### src/rtl/grid_pkg.sv
// Shared definitions for the pixel-grid port arbiter.
//   GRID_DEPTH   : words in the pixel OCM
//   GRID_ADDR_W  : OCM word-address width
//   grid_state_e : arbiter FSM states
package grid_pkg;
    localparam int GRID_DEPTH  = 1024;
    localparam int GRID_ADDR_W = 10;

    typedef enum logic [1:0] {
        ST_IDLE,
        ST_CLEAR,
        ST_DONE
    } grid_state_e;
endpackage

### src/rtl/rd_valid_pipe.sv
// Read-valid delay line: a read granted at edge T comes back as a valid
// flag in cycle T+STAGES (grant register + registered RAM). STAGES >= 2.
//   clk, rst_n : clock, async active-low reset
//   vld_in     : read accepted this cycle
//   vld_out    : read data valid this cycle
module rd_valid_pipe #(
    parameter int STAGES = 2
) (
    input  logic clk,
    input  logic rst_n,
    input  logic vld_in,
    output logic vld_out
);
    logic [STAGES:1] vld_pipe;

    always_ff @(posedge clk or negedge rst_n) begin
        if (!rst_n) vld_pipe <= '0;
        else        vld_pipe <= {vld_pipe[STAGES-1:1], vld_in};
    end

    assign vld_out = vld_pipe[STAGES];
endmodule

### src/rtl/grid_port_arbiter.sv
// Owns OCM port B of the pixel grid and multiplexes three clients onto it:
// a full-grid clear sweep, the Avalon-MM slave (search engine, Run=1) and
// the paint writer (Run=0). All ocm_* outputs are registered; ocm_q is a
// 1-cycle registered RAM output, so Avalon reads return two cycles after
// acceptance.
//   Clk, Reset_n          : clock, async active-low reset
//   Run                   : grid owner select (1 = Avalon, 0 = paint)
//   clear_req             : one-cycle request to fill the grid with CLEAR_VAL
//   paint_*               : paint write request / ack
//   avl_*                 : Avalon-MM slave
//   ocm_*                 : OCM port B
//   busy, clear_done      : sweep status
module grid_port_arbiter
    import grid_pkg::*;
#(
    parameter int          ADDR_W    = GRID_ADDR_W,
    parameter int          DEPTH     = GRID_DEPTH,
    parameter logic [31:0] CLEAR_VAL = 32'h0000_0000
) (
    input  logic              Clk,
    input  logic              Reset_n,
    input  logic              Run,
    input  logic              clear_req,
    input  logic              paint_we,
    input  logic [ADDR_W-1:0] paint_addr,
    input  logic [3:0]        paint_be,
    input  logic [31:0]       paint_data,
    output logic              paint_ack,
    input  logic              avl_cs,
    input  logic              avl_read,
    input  logic              avl_write,
    input  logic [ADDR_W-1:0] avl_address,
    input  logic [3:0]        avl_byteenable,
    input  logic [31:0]       avl_writedata,
    output logic              avl_waitrequest,
    output logic [31:0]       avl_readdata,
    output logic              avl_readdatavalid,
    output logic [ADDR_W-1:0] ocm_addr,
    output logic [3:0]        ocm_be,
    output logic [31:0]       ocm_data,
    output logic              ocm_wren,
    output logic              ocm_rden,
    input  logic [31:0]       ocm_q,
    output logic              busy,
    output logic              clear_done
);
    localparam logic [ADDR_W-1:0] LAST = ADDR_W'(DEPTH - 1);

    grid_state_e       state, state_nx;
    logic [ADDR_W-1:0] cnt, cnt_nx;
    logic              pend, pend_nx;
    logic              avl_acc, rd_acc;

    // Avalon only sees the port while it owns the grid and no sweep runs.
    // A pending clear with Run=1 does not stall Avalon; it waits for Run=0.
    assign avl_waitrequest = !(Run && state == ST_IDLE);
    assign avl_acc         = avl_cs && (avl_read || avl_write) && !avl_waitrequest;
    assign rd_acc          = avl_acc && !avl_write;   // read+write counts as write

    // A pending clear outranks paint, so paint is held off while pend=1.
    assign paint_ack  = paint_we && !Run && state == ST_IDLE && !pend;
    assign busy       = (state == ST_CLEAR);
    assign clear_done = (state == ST_DONE);
    assign avl_readdata = ocm_q;

    always_ff @(posedge Clk or negedge Reset_n) begin
        if (!Reset_n) begin
            state <= ST_IDLE;
            cnt   <= '0;
            pend  <= 1'b0;
        end else begin
            state <= state_nx;
            cnt   <= cnt_nx;
            pend  <= pend_nx;
        end
    end

    always_comb begin
        state_nx = state;
        cnt_nx   = cnt;
        pend_nx  = pend;
        case (state)
            ST_IDLE: begin
                if (clear_req) pend_nx = 1'b1;
                if (pend && !Run) begin
                    state_nx = ST_CLEAR;
                    cnt_nx   = '0;
                    pend_nx  = 1'b0;
                end
            end
            ST_CLEAR: begin
                cnt_nx = cnt + 1'b1;
                if (cnt == LAST) begin
                    state_nx = ST_DONE;
                    cnt_nx   = '0;
                end
            end
            ST_DONE:  state_nx = ST_IDLE;
            default:  state_nx = ST_IDLE;
        endcase
    end

    // Port-B grant register: one access per cycle, strobes default low.
    always_ff @(posedge Clk or negedge Reset_n) begin
        if (!Reset_n) begin
            ocm_wren <= 1'b0;
            ocm_rden <= 1'b0;
            ocm_addr <= '0;
            ocm_be   <= '0;
            ocm_data <= '0;
        end else begin
            ocm_wren <= 1'b0;
            ocm_rden <= 1'b0;
            if (state == ST_CLEAR) begin
                ocm_wren <= 1'b1;
                ocm_addr <= cnt;
                ocm_be   <= 4'hF;
                ocm_data <= CLEAR_VAL;
            end else if (avl_acc) begin
                ocm_addr <= avl_address;
                if (avl_write) begin
                    ocm_wren <= 1'b1;
                    ocm_be   <= avl_byteenable;
                    ocm_data <= avl_writedata;
                end else begin
                    ocm_rden <= 1'b1;
                    ocm_be   <= 4'hF;
                end
            end else if (paint_ack) begin
                ocm_wren <= 1'b1;
                ocm_addr <= paint_addr;
                ocm_be   <= paint_be;
                ocm_data <= paint_data;
            end
        end
    end

    rd_valid_pipe #(.STAGES(2)) u_rd_valid_pipe (
        .clk    (Clk),
        .rst_n  (Reset_n),
        .vld_in (rd_acc),
        .vld_out(avl_readdatavalid)
    );
endmodule
### config.mk
export PLATFORM = sky130hd
export DESIGN_NAME = grid_port_arbiter
export DESIGN_NICKNAME = d
export VERILOG_FILES = /design/src/rtl/grid_pkg.sv /design/src/rtl/rd_valid_pipe.sv /design/src/rtl/grid_port_arbiter.sv
export SDC_FILE = /design/constraint.sdc
export NUM_CORES = 1
export LEC_CHECK = 0
export ABC_AREA = 1
export ABC_CLOCK_PERIOD_IN_PS = 4000
export CAP_MARGIN = 0
export CORE_MARGIN = 5
export CORE_UTILIZATION = 40
export DETAILED_ROUTE_END_ITERATION = 16
export PLACE_DENSITY = 0.82
export SYNTH_ARGS = -nofsm -noshare
export SYNTH_HDL_FRONTEND = slang
export SYNTH_SLANG_ARGS = --single-unit
### constraint.sdc
create_clock -name Clk -period 4 [get_ports Clk]
set_input_delay 0.6 -clock Clk [delete_from_list [all_inputs] [get_ports Clk]]
set_output_delay 0.6 -clock Clk [all_outputs]
set_load 0.01 [all_outputs]
# == Word level (Yosys, flattened, before mapping) ==
# Cells that the tools add are included.
# word_totals
in_bits,132
out_inout_bits,85
reg_bits,63
# classes
n_eq_ne,6
add_sub_neg,1
mux,26
reduce_logical,21
# ops
operator,count
$mux 32,4
$mux 10,5
$pmux 10 s2,1
$mux 4,4
$add 10x1->10 const B,1
$eq 10x10->1 const B,1
$mux 1,9
$logic_and 1x1->1,8
$reduce_and 2->1,4
$logic_not 1->1,4
$mux 2,2
$ne 2x1->1 const B,2
$pmux 2 s2,1
$reduce_bool 2->1,2
$ne 3x3->1 const B,1
$reduce_bool 3->1,1
$eq 2x1->1 const B,1
$eq 2x2->1 const B,1
$logic_not 2->1,1
$logic_or 1x1->1,1

# == Depth between registers and ports, before layout ==
# depth
ltp_word,7
mapped_depth,10

# == Hierarchy ==
# From an unflattened synthesis, not the netlist that was laid out.
# hier_totals
cells_unflattened,538
hier_area_um2,3709.8
# by_module_without_submodules
mod,n_inst,cells_each,area_each_um2,seq_area_each_um2
grid_port_arbiter,1,536,3659.8,1526.5
rd_valid_pipe,1,2,50.0,50.0

# == Least setup slack after synthesis ==
# No wires, ideal clock.
# synth_path
path_kind,in2reg
startpoint,in avl_write
endpoint,reg ocm_data[25]
slack_ns,2.301
t_arrival_ns,1.581
setup_ns,0.118
cell_stages,8
cell_sequence,buf_4 -> o21ai_1 -> nor2_8 -> nand2_4 -> nand2_2 -> buf_4 -> nand3_1 -> nand2_1
# synth_between
elab_chain_cells,5
word_cells_on_any_way,8
cone_classes,eq/ne (1); mux (2); reduce/logical (5)
# synth_rtl
element,line,rtl
start: declaration,grid_port_arbiter.sv:31,"input logic avl_write,"
$logic_or 1x1->1,grid_port_arbiter.sv:57,assign avl_acc = avl_cs && (avl_read || avl_write) && !avl_waitrequest;
$logic_and 1x1->1 (2 in series),grid_port_arbiter.sv:57,
$ne 3x3->1 (no source line) (tied with other cells),-,
$reduce_and 2->1 (no source line) / $mux 32 (equally long branches),-,
end signal: assignment,grid_port_arbiter.sv:124,ocm_data <= avl_writedata;
end signal: assignment,grid_port_arbiter.sv:133,ocm_data <= paint_data;
end: declaration,grid_port_arbiter.sv:40,"output logic [31:0] ocm_data,"
# Parallel ways exist; a longest one is shown, timed or not.
# A chain may end at the register's enable or synchronous reset.

# == Final worst setup path ==
# layout_path
startpoint,in avl_write
endpoint,reg ocm_addr[3]
# layout_between
elab_chain_cells,5
word_cells_on_any_way,6
cone_classes,mux (2); reduce/logical (4)
# layout_rtl
element,line,rtl
$logic_or 1x1->1 *,grid_port_arbiter.sv:57,
$logic_and 1x1->1 * (2 in series),grid_port_arbiter.sv:57,
$mux 10,grid_port_arbiter.sv:119,end else if (avl_acc) begin
$mux 10,grid_port_arbiter.sv:114,if (state == ST_CLEAR) begin
end signal: assignment,grid_port_arbiter.sv:116,ocm_addr <= cnt;
end signal: assignment,grid_port_arbiter.sv:120,ocm_addr <= avl_address;
end signal: assignment,grid_port_arbiter.sv:131,ocm_addr <= paint_addr;
end: declaration,grid_port_arbiter.sv:38,"output logic [ADDR_W-1:0] ocm_addr,"
# Every way passes the cells marked *; elsewhere a longest branch is shown, timed or not.

==> summary.txt <==
Outcome
  • Status: finished, final reports clean

Place
  • Detailed Place HPWL: 8090 um
  • Port Buffers: 152
  • GPL Wtd Cong: 0.936

Clock tree
  • Clk sinks: 63
  • Post-CTS sizing: 0
  • Hold Buf Count CTS: 0
  • H-tree depth reported by CTS: 3
  • CTS Root Cell: clkbuf_8
  • Clock transition at path regs: 70 ps
  • Post-CTS Setup Bufs: 0
  • CTS tree: built
  • Worst-Skew Late Latency: 340 ps
  • Buffer depth of the longest clock path: 2
  • CTS buffer count: 9

Floorplanning
  • Standard-cell rows: 35
  • Core Area: 0.00915 mm2
  • Die H: 107 um
  • Initial Utilization: 40.7%
  • Die width: 107 um
  • IO Pins: 217
  • DIE AREA: 0.0113 mm2

STA
  • Final min period: 2660 ps
  • Slew Limit Fails: 0
  • Worst clock skew: 7.05 ps
  • Setup Total Neg Slack: 0 ps
  • Measured slew at the worst slew-check pin: 905 ps
  • Final hold viol count: 0
  • Relative slew slack: 39.5%
  • Maximum clock rate: 376 MHz
  • # setup viols final: 0
  • Crit share post-route: 66.5%
  • RSZ-0062 raised after global routing: false

Setup path
  • CP startpoint: avl_write
  • Cell mode on critical path: nand2_2
  • CP max-delay cell: clkdlybuf4s50_1
  • Worst Path Arrival: 2920 ps
  • Crit. End Element: flop
  • R2R Path Start: state[0]
  • WS Path Type: in -> reg
  • Max stage delay on crit path: 740 ps
  • CP Data Required Time: 4260 ps
  • Startpoint types: primary input
  • Worst path top cell family by delay: simple AND/OR/NAND/NOR gates
  • Crit-path cells: clkdlybuf4s50_1 -> nor2_1 -> nor2_2 -> nand2_2 -> nand2_2 -> nand3_1 -> nand2_1
  • Buf/Inv on CP: 1
  • Maximum fanout along the worst path: 49

Yosys
  • Syn nets: 663
  • FF+latch count, synth: 63
  • Post-Syn Instances: 530
  • Share of the synthesized area in the top cell type: 42.3%
  • Syn Std Cell Area: 0.00373 mm2
  • Synth cell types: 25
  • Mean post-synth cell area: 7.03 um2
  • Sequential area share after synthesis: 42.3%
  • Dominant cell type by area after synthesis: dfrtp_1
  • Synth area leaders: dfrtp_1 (42%), nand2_1 (23%), nand3_1 (13%)
  • Synth warn: 0

GRT
  • Initial antenna violation count: 0
  • GR peak layer: met2
  • Routing usage on met2: 33.3%
  • Met1 usage: 24.4%
  • Vias in the first global route: 3,808
  • First-pass GRT wire length: 18,200 um
  • Gr ovfl total: 0
  • Largest net degree at the start of global routing: 59
  • Met3 Use GR: 4.25%
  • GRT Total Usage: 19.5%

Power and ir drop
  • Switching Share: 20.9%
  • Total power: 1.32 mW
  • P_sw: 0.276 mW
  • Clk pwr share: 41.5%
  • Internal: 1.05 mW
  • Peak supply drop: 0.000139 V
  • Pwr/cell area: 253 mW/mm2
  • Static leakage: 2.61 nW
  • Sequential share of power: 48.2%
  • Logic gate share of total power: 10.3%

Detailed routing
  • DRC Markers: 0
  • DR iter-0 viols: 200
  • Wirelength, routed: 11,100 um
  • Drt first pass iters: 6
  • DRT antenna net count: 0
  • Via density: 5.01
  • Wirelength per Cell: 14.7 um
  • Via count: 3,763

Min path
  • Hold Path Class: in -> async

Final layout
  • Most common cell after layout, fill and taps aside: nand2_1
  • Area growth, synth to finish: 40.1%
  • Antenna fix cells: 0
  • Commonest cells after routing, fill and taps aside: nand2_1 (226), clkdlybuf4s50_1 (151), nand3_1 (97)
  • Layout fillers: 823
  • NumNets Final: 769
  • Share of layout cells above drive strength 1: 4.84%

Run
  • Max-cap violation count: 0
layout make-up:
| class | instances | area [um2] | share of cell area (%) |
|---|---|---|---|
| Multi-Input combinational cell | 378 | 1660 | 31.8 |
| Sequential cell | 63 | 1580 | 30.2 |
| Timing Repair Buffer | 155 | 1540 | 29.5 |
| Clock buffer | 11 | 151 | 2.90 |
| Tap cell | 111 | 139 | 2.66 |
| Inverter | 29 | 109 | 2.09 |
| Clock inverter | 4 | 45.0 | 0.863 |
worst register-to-register path, stage by stage, from the launching register on:
cell and delay [ps]:
dfrtp_1 430, nand2_2 100, buf_4 500, nand2_1 300
inv_2 500, nand2_2 280, nand3_1 170, nand2_1 70
per-stage QoR:
stage | std cells | setup WS (ps) | instance area, um2 | utilization (%) | hold slack, ps
detailed placement | 736 | 978 | 5020 | 54.9 | 338
global route | 751 | 1120 | 5220 | 57.0 | 306
finish | 751 | 1340 | 5220 | 57.0 | 262
global placement | 736 | 1120 | 5020 | 54.9 | 332
floorplan | 530 | 2300 | 3730 | - | 304
CTS | 751 | 1330 | 5220 | 57.0 | 269
state kept, by name, indices dropped and copies added, names as in the netlist:
signal	flops
ocm_be	4
ocm_rden	1
pend	1
ocm_data	32
cnt	10
u_rd_valid_pipe.vld_pipe	2
ocm_addr	10
state	2
ocm_wren	1
cells by family (layout without fill, tap and decap cells):
group,after synthesis,after routing,share of synthesized area (%)
AOI/OAI and AO/OA,12,12,1.81
xor gates and xnor gates,2,2,0.470
adders and majority gates,1,1,0.336
buffers and inverters,89,199,13.3
DFF,63,63,42.3
and+or+nand+nor,363,363,41.8
layer usage:
metal  wire length (um)  share of wire (%)  vias to the layer above
li1                   -                  -                     1856
met1               4500                 41                     1695
met2               5410                 49                      178
met3                932                8.4                       34
met4                223                2.0                        0
met5                  0                  0                        -
cell usage after synthesis (all sizes together):
master	n
xor2	1
nor2b	1
nor2	27
inv	29
ha	1
a21oi	1
o21ai	7
nand4	6
xnor2	1
nand3	97
o32ai	1
o22ai	3
clkbuf	6
buf	54
nand2	232
dfrtp	63
power by group through the flow:
| stage | Combinational (mW) | Sequential, mW | Clock [mW] |
|---|---|---|---|
| after global placement | 0.136 | 0.649 | 0 |
| after detailed placement | 0.138 | 0.649 | 0 |
| final | 0.136 | 0.637 | 0.548 |
| after global routing | 0.149 | 0.636 | 0.590 |
| after CTS | 0.138 | 0.637 | 0.565 |
| after floorplan | 0.0562 | 0.649 | 0 |
path summary, 6_finish.rpt:
path	depth (start not counted)	endpoint	slack, ps
max	7	ocm_addr[3]	1340
min	1	ocm_data[25]	260
max reg2reg	7	ocm_addr[3]	1530
min reg2reg	0	u_rd_valid_pipe.vld_pipe[2]	350
max in group asynchronous	2	ocm_addr[4]	2820
min in group Clk	0	u_rd_valid_pipe.vld_pipe[2]	350
No activity file was read; power rests on OpenSTA's default activity.
